File: src/rtl/shift_sched_if.sv
// Request/grant/result bundle between two shift-job requesters and the shared
// shift scheduler.
interface shift_sched_if;
  logic       req0;
  logic [3:0] d0;
  logic       dir0;
  logic [2:0] cnt0;
  logic       req1;
  logic [3:0] d1;
  logic       dir1;
  logic [2:0] cnt1;
  logic       gnt0;
  logic       gnt1;
  logic       busy;
  logic [3:0] q;
  logic       done0;
  logic       done1;

  modport master (
    output req0, d0, dir0, cnt0,
    output req1, d1, dir1, cnt1,
    input  gnt0, gnt1, busy, q, done0, done1
  );

  modport slave (
    input  req0, d0, dir0, cnt0,
    input  req1, d1, dir1, cnt1,
    output gnt0, gnt1, busy, q, done0, done1
  );
endinterface

File: src/rtl/shift_sched.sv
// Round-robin scheduler that runs shift jobs from two requesters on one shared
// one-bit-per-cycle shifter, publishing each result in q with a done strobe.
module shift_sched (
  input  logic          clk,
  input  logic          rst,
  shift_sched_if.slave  bus
);

  typedef enum logic [1:0] {
    IDLE  = 2'd0,
    SHIFT = 2'd1,
    DONE  = 2'd2
  } state_e;

  state_e     state_q, state_d;
  logic [3:0] work_q, work_d;
  logic [3:0] q_q, q_d;
  logic [2:0] remain_q, remain_d;
  logic       dir_q, dir_d;
  logic       owner_q, owner_d;
  logic       lastGnt_q, lastGnt_d;

  logic       grant;
  logic       winner;
  logic [3:0] winData;
  logic       winDir;
  logic [2:0] winCnt;
  logic       shL;
  logic       shR;
  logic [3:0] shOut;

  // Grant is gated by rst so no strobe escapes while reset is held.
  always_comb begin
    grant  = 1'b0;
    winner = 1'b0;
    if (state_q == IDLE && !rst) begin
      if (bus.req0 && bus.req1) begin
        grant  = 1'b1;
        winner = ~lastGnt_q;
      end else if (bus.req0) begin
        grant  = 1'b1;
        winner = 1'b0;
      end else if (bus.req1) begin
        grant  = 1'b1;
        winner = 1'b1;
      end
    end
  end

  assign winData = winner ? bus.d1   : bus.d0;
  assign winDir  = winner ? bus.dir1 : bus.dir0;
  assign winCnt  = winner ? bus.cnt1 : bus.cnt0;

  assign shL = (state_q == SHIFT) &&  dir_q;
  assign shR = (state_q == SHIFT) && !dir_q;

  always_comb begin
    shOut = work_q;
    if (shL) begin
      shOut = {work_q[2:0], 1'b0};
    end else if (shR) begin
      shOut = {1'b0, work_q[3:1]};
    end
  end

  always_comb begin
    state_d   = state_q;
    work_d    = work_q;
    q_d       = q_q;
    remain_d  = remain_q;
    dir_d     = dir_q;
    owner_d   = owner_q;
    lastGnt_d = lastGnt_q;
    unique case (state_q)
      IDLE: begin
        if (grant) begin
          work_d    = winData;
          dir_d     = winDir;
          remain_d  = winCnt;
          owner_d   = winner;
          lastGnt_d = winner;
          if (winCnt != 3'd0) begin
            state_d = SHIFT;
          end else begin
            state_d = DONE;
            q_d     = winData;
          end
        end
      end
      SHIFT: begin
        work_d   = shOut;
        remain_d = remain_q - 3'd1;
        if (remain_q == 3'd1) begin
          state_d = DONE;
          q_d     = shOut;
        end
      end
      DONE: begin
        state_d = IDLE;
      end
      default: begin
        state_d = IDLE;
      end
    endcase
  end

  always_ff @(posedge clk or posedge rst) begin
    if (rst) begin
      state_q   <= IDLE;
      work_q    <= 4'd0;
      q_q       <= 4'd0;
      remain_q  <= 3'd0;
      dir_q     <= 1'b0;
      owner_q   <= 1'b0;
      lastGnt_q <= 1'b1;
    end else begin
      state_q   <= state_d;
      work_q    <= work_d;
      q_q       <= q_d;
      remain_q  <= remain_d;
      dir_q     <= dir_d;
      owner_q   <= owner_d;
      lastGnt_q <= lastGnt_d;
    end
  end

  assign bus.gnt0  = grant & ~winner;
  assign bus.gnt1  = grant &  winner;
  assign bus.busy  = (state_q != IDLE);
  assign bus.q     = q_q;
  assign bus.done0 = (state_q == DONE) & ~owner_q;
  assign bus.done1 = (state_q == DONE) &  owner_q;

endmodule

File: src/flat_wrapper.sv
// flat-port wrapper written by rule: the top's interface ports become plain ports
module shift_sched_flat 
  (clk, rst, bus_req0, bus_d0, bus_dir0, bus_cnt0, bus_req1, bus_d1, bus_dir1, bus_cnt1, bus_gnt0, bus_gnt1, bus_busy, bus_q, bus_done0, bus_done1);
  shift_sched_if bus_i ();
  input  logic clk;
  input  logic rst;
  input wire logic [$bits(bus_i.req0)-1:0] bus_req0;
  input wire logic [$bits(bus_i.d0)-1:0] bus_d0;
  input wire logic [$bits(bus_i.dir0)-1:0] bus_dir0;
  input wire logic [$bits(bus_i.cnt0)-1:0] bus_cnt0;
  input wire logic [$bits(bus_i.req1)-1:0] bus_req1;
  input wire logic [$bits(bus_i.d1)-1:0] bus_d1;
  input wire logic [$bits(bus_i.dir1)-1:0] bus_dir1;
  input wire logic [$bits(bus_i.cnt1)-1:0] bus_cnt1;
  output wire logic [$bits(bus_i.gnt0)-1:0] bus_gnt0;
  output wire logic [$bits(bus_i.gnt1)-1:0] bus_gnt1;
  output wire logic [$bits(bus_i.busy)-1:0] bus_busy;
  output wire logic [$bits(bus_i.q)-1:0] bus_q;
  output wire logic [$bits(bus_i.done0)-1:0] bus_done0;
  output wire logic [$bits(bus_i.done1)-1:0] bus_done1;
  assign bus_i.req0 = bus_req0;
  assign bus_i.d0 = bus_d0;
  assign bus_i.dir0 = bus_dir0;
  assign bus_i.cnt0 = bus_cnt0;
  assign bus_i.req1 = bus_req1;
  assign bus_i.d1 = bus_d1;
  assign bus_i.dir1 = bus_dir1;
  assign bus_i.cnt1 = bus_cnt1;
  assign bus_gnt0 = bus_i.gnt0;
  assign bus_gnt1 = bus_i.gnt1;
  assign bus_busy = bus_i.busy;
  assign bus_q = bus_i.q;
  assign bus_done0 = bus_i.done0;
  assign bus_done1 = bus_i.done1;
  shift_sched u_core (.clk(clk), .rst(rst), .bus(bus_i));
endmodule
File: config.mk
export PLATFORM = sky130hd
export DESIGN_NAME = shift_sched_flat
export DESIGN_NICKNAME = d
export VERILOG_FILES = /design/src/rtl/shift_sched_if.sv /design/src/rtl/shift_sched.sv /design/src/flat_wrapper.sv
export SDC_FILE = /design/constraint.sdc
export NUM_CORES = 1
export LEC_CHECK = 0
export CAP_MARGIN = 25
export CELL_PAD_IN_SITES_DETAIL_PLACEMENT = 1
export CELL_PAD_IN_SITES_GLOBAL_PLACEMENT = 2
export CORE_AREA = 2 2 63 65
export DETAILED_ROUTE_END_ITERATION = 6
export DIE_AREA = 0 0 65 67
export PLACE_DENSITY_LB_ADDON = 0.1
export SYNTH_ARGS = -nofsm -noshare
export SYNTH_HDL_FRONTEND = slang
export SYNTH_SLANG_ARGS = --single-unit
File: constraint.sdc
create_clock -name clk -period 2.19 [get_ports clk]
set_input_delay 0.438 -clock clk [delete_from_list [all_inputs] [get_ports clk]]
set_output_delay 0.438 -clock clk [all_outputs]
set_load 0.01 [all_outputs]
==> qor.txt <==
Hold Crit Class: flop to flop
CTS tree: built
Max layer used: met4
Inserted Diodes: 0
Yosys cell types: 42
Share of layout cells above drive strength 1: 24.6%
H-tree depth: 1
Number of buffers created by CTS: 3
Total global-route track usage: 14.8%
DRC viols: 0
Crit path capture type: output port
Wire per inst: 15.4 um
FF-to-FF setup slack: 0.44 ns
Post-Syn Instances: 93
Max_slew headroom: 56.1%
Sequential cell area fraction in the yosys report: 40.9%
Antenna violation net count after detailed routing: 0
Pint: 1.17 mW
CTS sink cnt: 16
HPWL after DPL: 2170 um
Die footprint: 0.00436 mm2
CP endpoint: bus_gnt0
Unrepaired setup endpoints after global routing: false
Largest net degree at the start of global routing: 17
# Max-Cap Violations: 0
Sw frac: 38.2%
Clock power share: 12.5%
CP startpoint kind: primary input
Hold_ws: 0.497 ns
DRT iter0 DRCs: 30
CP required: 1.75 ns
Routability congestion estimate: 0.703
Aggregate negative setup slack: 0 ns
Mapped Area: 981 um2
Drt total wl: 2800 um
Tmin final: 2.07 ns
Placed Area: 0.00139 mm2
Setup Fix Bufs, Post-CTS: 0
Aggregate global routing overflow: 0
Crit path launch: rst
Setup Viol. Count Final: 0
DR vias: 874
Vias/cell: 4.80
Final slew viol count: 0
WL met3: 91 um
Worst-path clk slew: 0.06 ns
M1 WL: 1270 um
Register share of total power: 29.3%
I/O pins: 29
F_max: 0.483 GHz
Reg2Reg Depth: 6
Area contributors post-synth: dfrtp_1 (38%), mux2_2 (9.2%), nand3_1 (3.1%), o221ai_2 (3.1%), dfstp_2 (2.7%)
Root Driver: clkbuf_8
Worst flop-to-flop path startpoint: u_core.state_q[1]
Clk Latency, worst-skew pair: 0.25 ns
Die height: 67 um
FFs w/ async S/R, synth: 100%
FF-to-FF End: u_core.bus.q[3]
Drt first pass iters: 2
Die width: 65 um
Final worst path period share: 94.6%
Synthesis-to-layout area growth: 45.8%
Ys Warns: 0
Initial Util: 27.2%
Switch Pwr: 720 uW
First-pass GRT wire length: 4770 um
# nets final: 157
Core area: 0.00361 mm2
Status: completed
Mapped Nets: 115
EDFF count, synth: 0
CP max FO: 2
Buffers on Ports: 28
Combinational Power Share: 58.2%
PwrDens: 1320 mW/mm2
Vias in the first global route: 963
Worst-case clock skew: 0.0105 ns
Top FF cell, synth: dfrtp_1
Leading area contributor after synthesis: dfrtp_1
Met2 WL: 1430 um
Avg Synthesized Cell Area: 10.5 um2
Seq cells post-synth: 16
Synth top area share: 38.3%
Worst vdd ir: 511 uV
Critical path class: primary input to output port
Leak Pwr: 0.623 nW
Std-Cell Rows: 22
WP data arrival: 1.63 ns
Final count of hold timing violations: 0
Max Root-Sink Buffers: 2
Worst Max-Slew Pin Slew: 0.658 ns
Initial antenna violation count: 0
Final instance area: 0.00143 mm2
## logic make-up after synthesis
family                   synth area share, %
AO/OA/AOI/OAI                           20.8
adder cells (fa/ha/maj)                 2.55
buffers and inverters                   5.48
flip-flops                              40.9
multiplexers                            12.4
AND/OR/NAND/NOR                         17.9
## worst min path at each step
stage	startpoint	to	slack [ns]	cells past startpoint
after detailed placement	u_core.owner_q	u_core.owner_q	0.49	1
after global placement	u_core.owner_q	u_core.owner_q	0.48	1
after global routing	u_core.lastGnt_q	u_core.lastGnt_q	0.53	1
final	u_core.owner_q	u_core.owner_q	0.50	1
after floorplan	rst	u_core.bus.q[0]	0.35	1
after CTS	u_core.owner_q	u_core.owner_q	0.50	1
## critical path: stages
cell and delay (ns):
clkdlybuf4s50_1 0.43, o21bai_1 0.17, or2_0 0.23, nor2_1 0.10
dlygate4sd2_1 0.27
## per-layer routing
layer	GRT usage, %	vias to the layer above
met5	0	-
met4	3.99	0
met3	2.20	2
met2	26.4	15
met1	18.6	438
li1	-	419
## sequential cells by signal (all words and copies together) (netlist names)
name,flops
u_core.dir_q,1
u_core.remain_q,3
u_core.bus.q,4
u_core.owner_q,1
u_core.work_q,4
u_core.state_q,2
u_core.lastGnt_q,1
## final cells by class
| class | count | area [um2] |
|---|---|---|
| fillers | 411 | 2180 |
| multi-input cells | 67 | 526 |
| flip-flops and latches | 16 | 402 |
| repair buffers | 41 | 375 |
| well taps | 48 | 60.1 |
| clock buffers | 4 | 45.0 |
| inverters | 6 | 22.5 |
## layout by cell type, fill, tap and decap left out, drive strengths merged, types with 3 or more instances in the layout
cell            n
nor2            4
o21ai           3
buf            13
nand2           7
clkbuf          4
inv             6
a21boi          3
dfrtp          15
nand3           6
clkdlybuf4s50  26
or2             3
mux2            9
## per-stage QoR
| step | utilization, % | setup WS (ns) | std cells | power (mW) |
|---|---|---|---|---|
| floorplan | - | 0.462 | 93 | 1.23 |
| global placement | 38.5 | -0.142 | 178 | 1.66 |
| detailed placement | 38.5 | -0.156 | 178 | 1.68 |
| CTS | 39.7 | 0.0985 | 182 | 1.92 |
| global route | 39.7 | 0.0539 | 182 | 2.05 |
| finish | 39.7 | 0.117 | 182 | 1.89 |
## cells in the mapped netlist (all sizes together), types with 3 or more instances
cell type and number:
o21ai 3, nand2 7, buf 3, dfrtp 15
nand3 6, or2 3, mux2 9, nor2 4
inv 6, a21boi 3
## power by group through the flow
stage          Clock, mW  Sequential [mW]  Combinational [mW]
6_report           0.236            0.553                1.10
5_1_grt            0.259            0.572                1.22
4_1_cts            0.245            0.556                1.12
3_5_place_dp           0            0.559                1.12
3_3_place_gp           0            0.555                1.10
2_1_floorplan          0            0.566               0.669
## timing repair
action,in CTS,in global routing
endpoints found under the setup margin,2,0
gates resized for setup,3,0
hold buffers,0,0
Note: power is estimated with default switching activity, not from simulation.
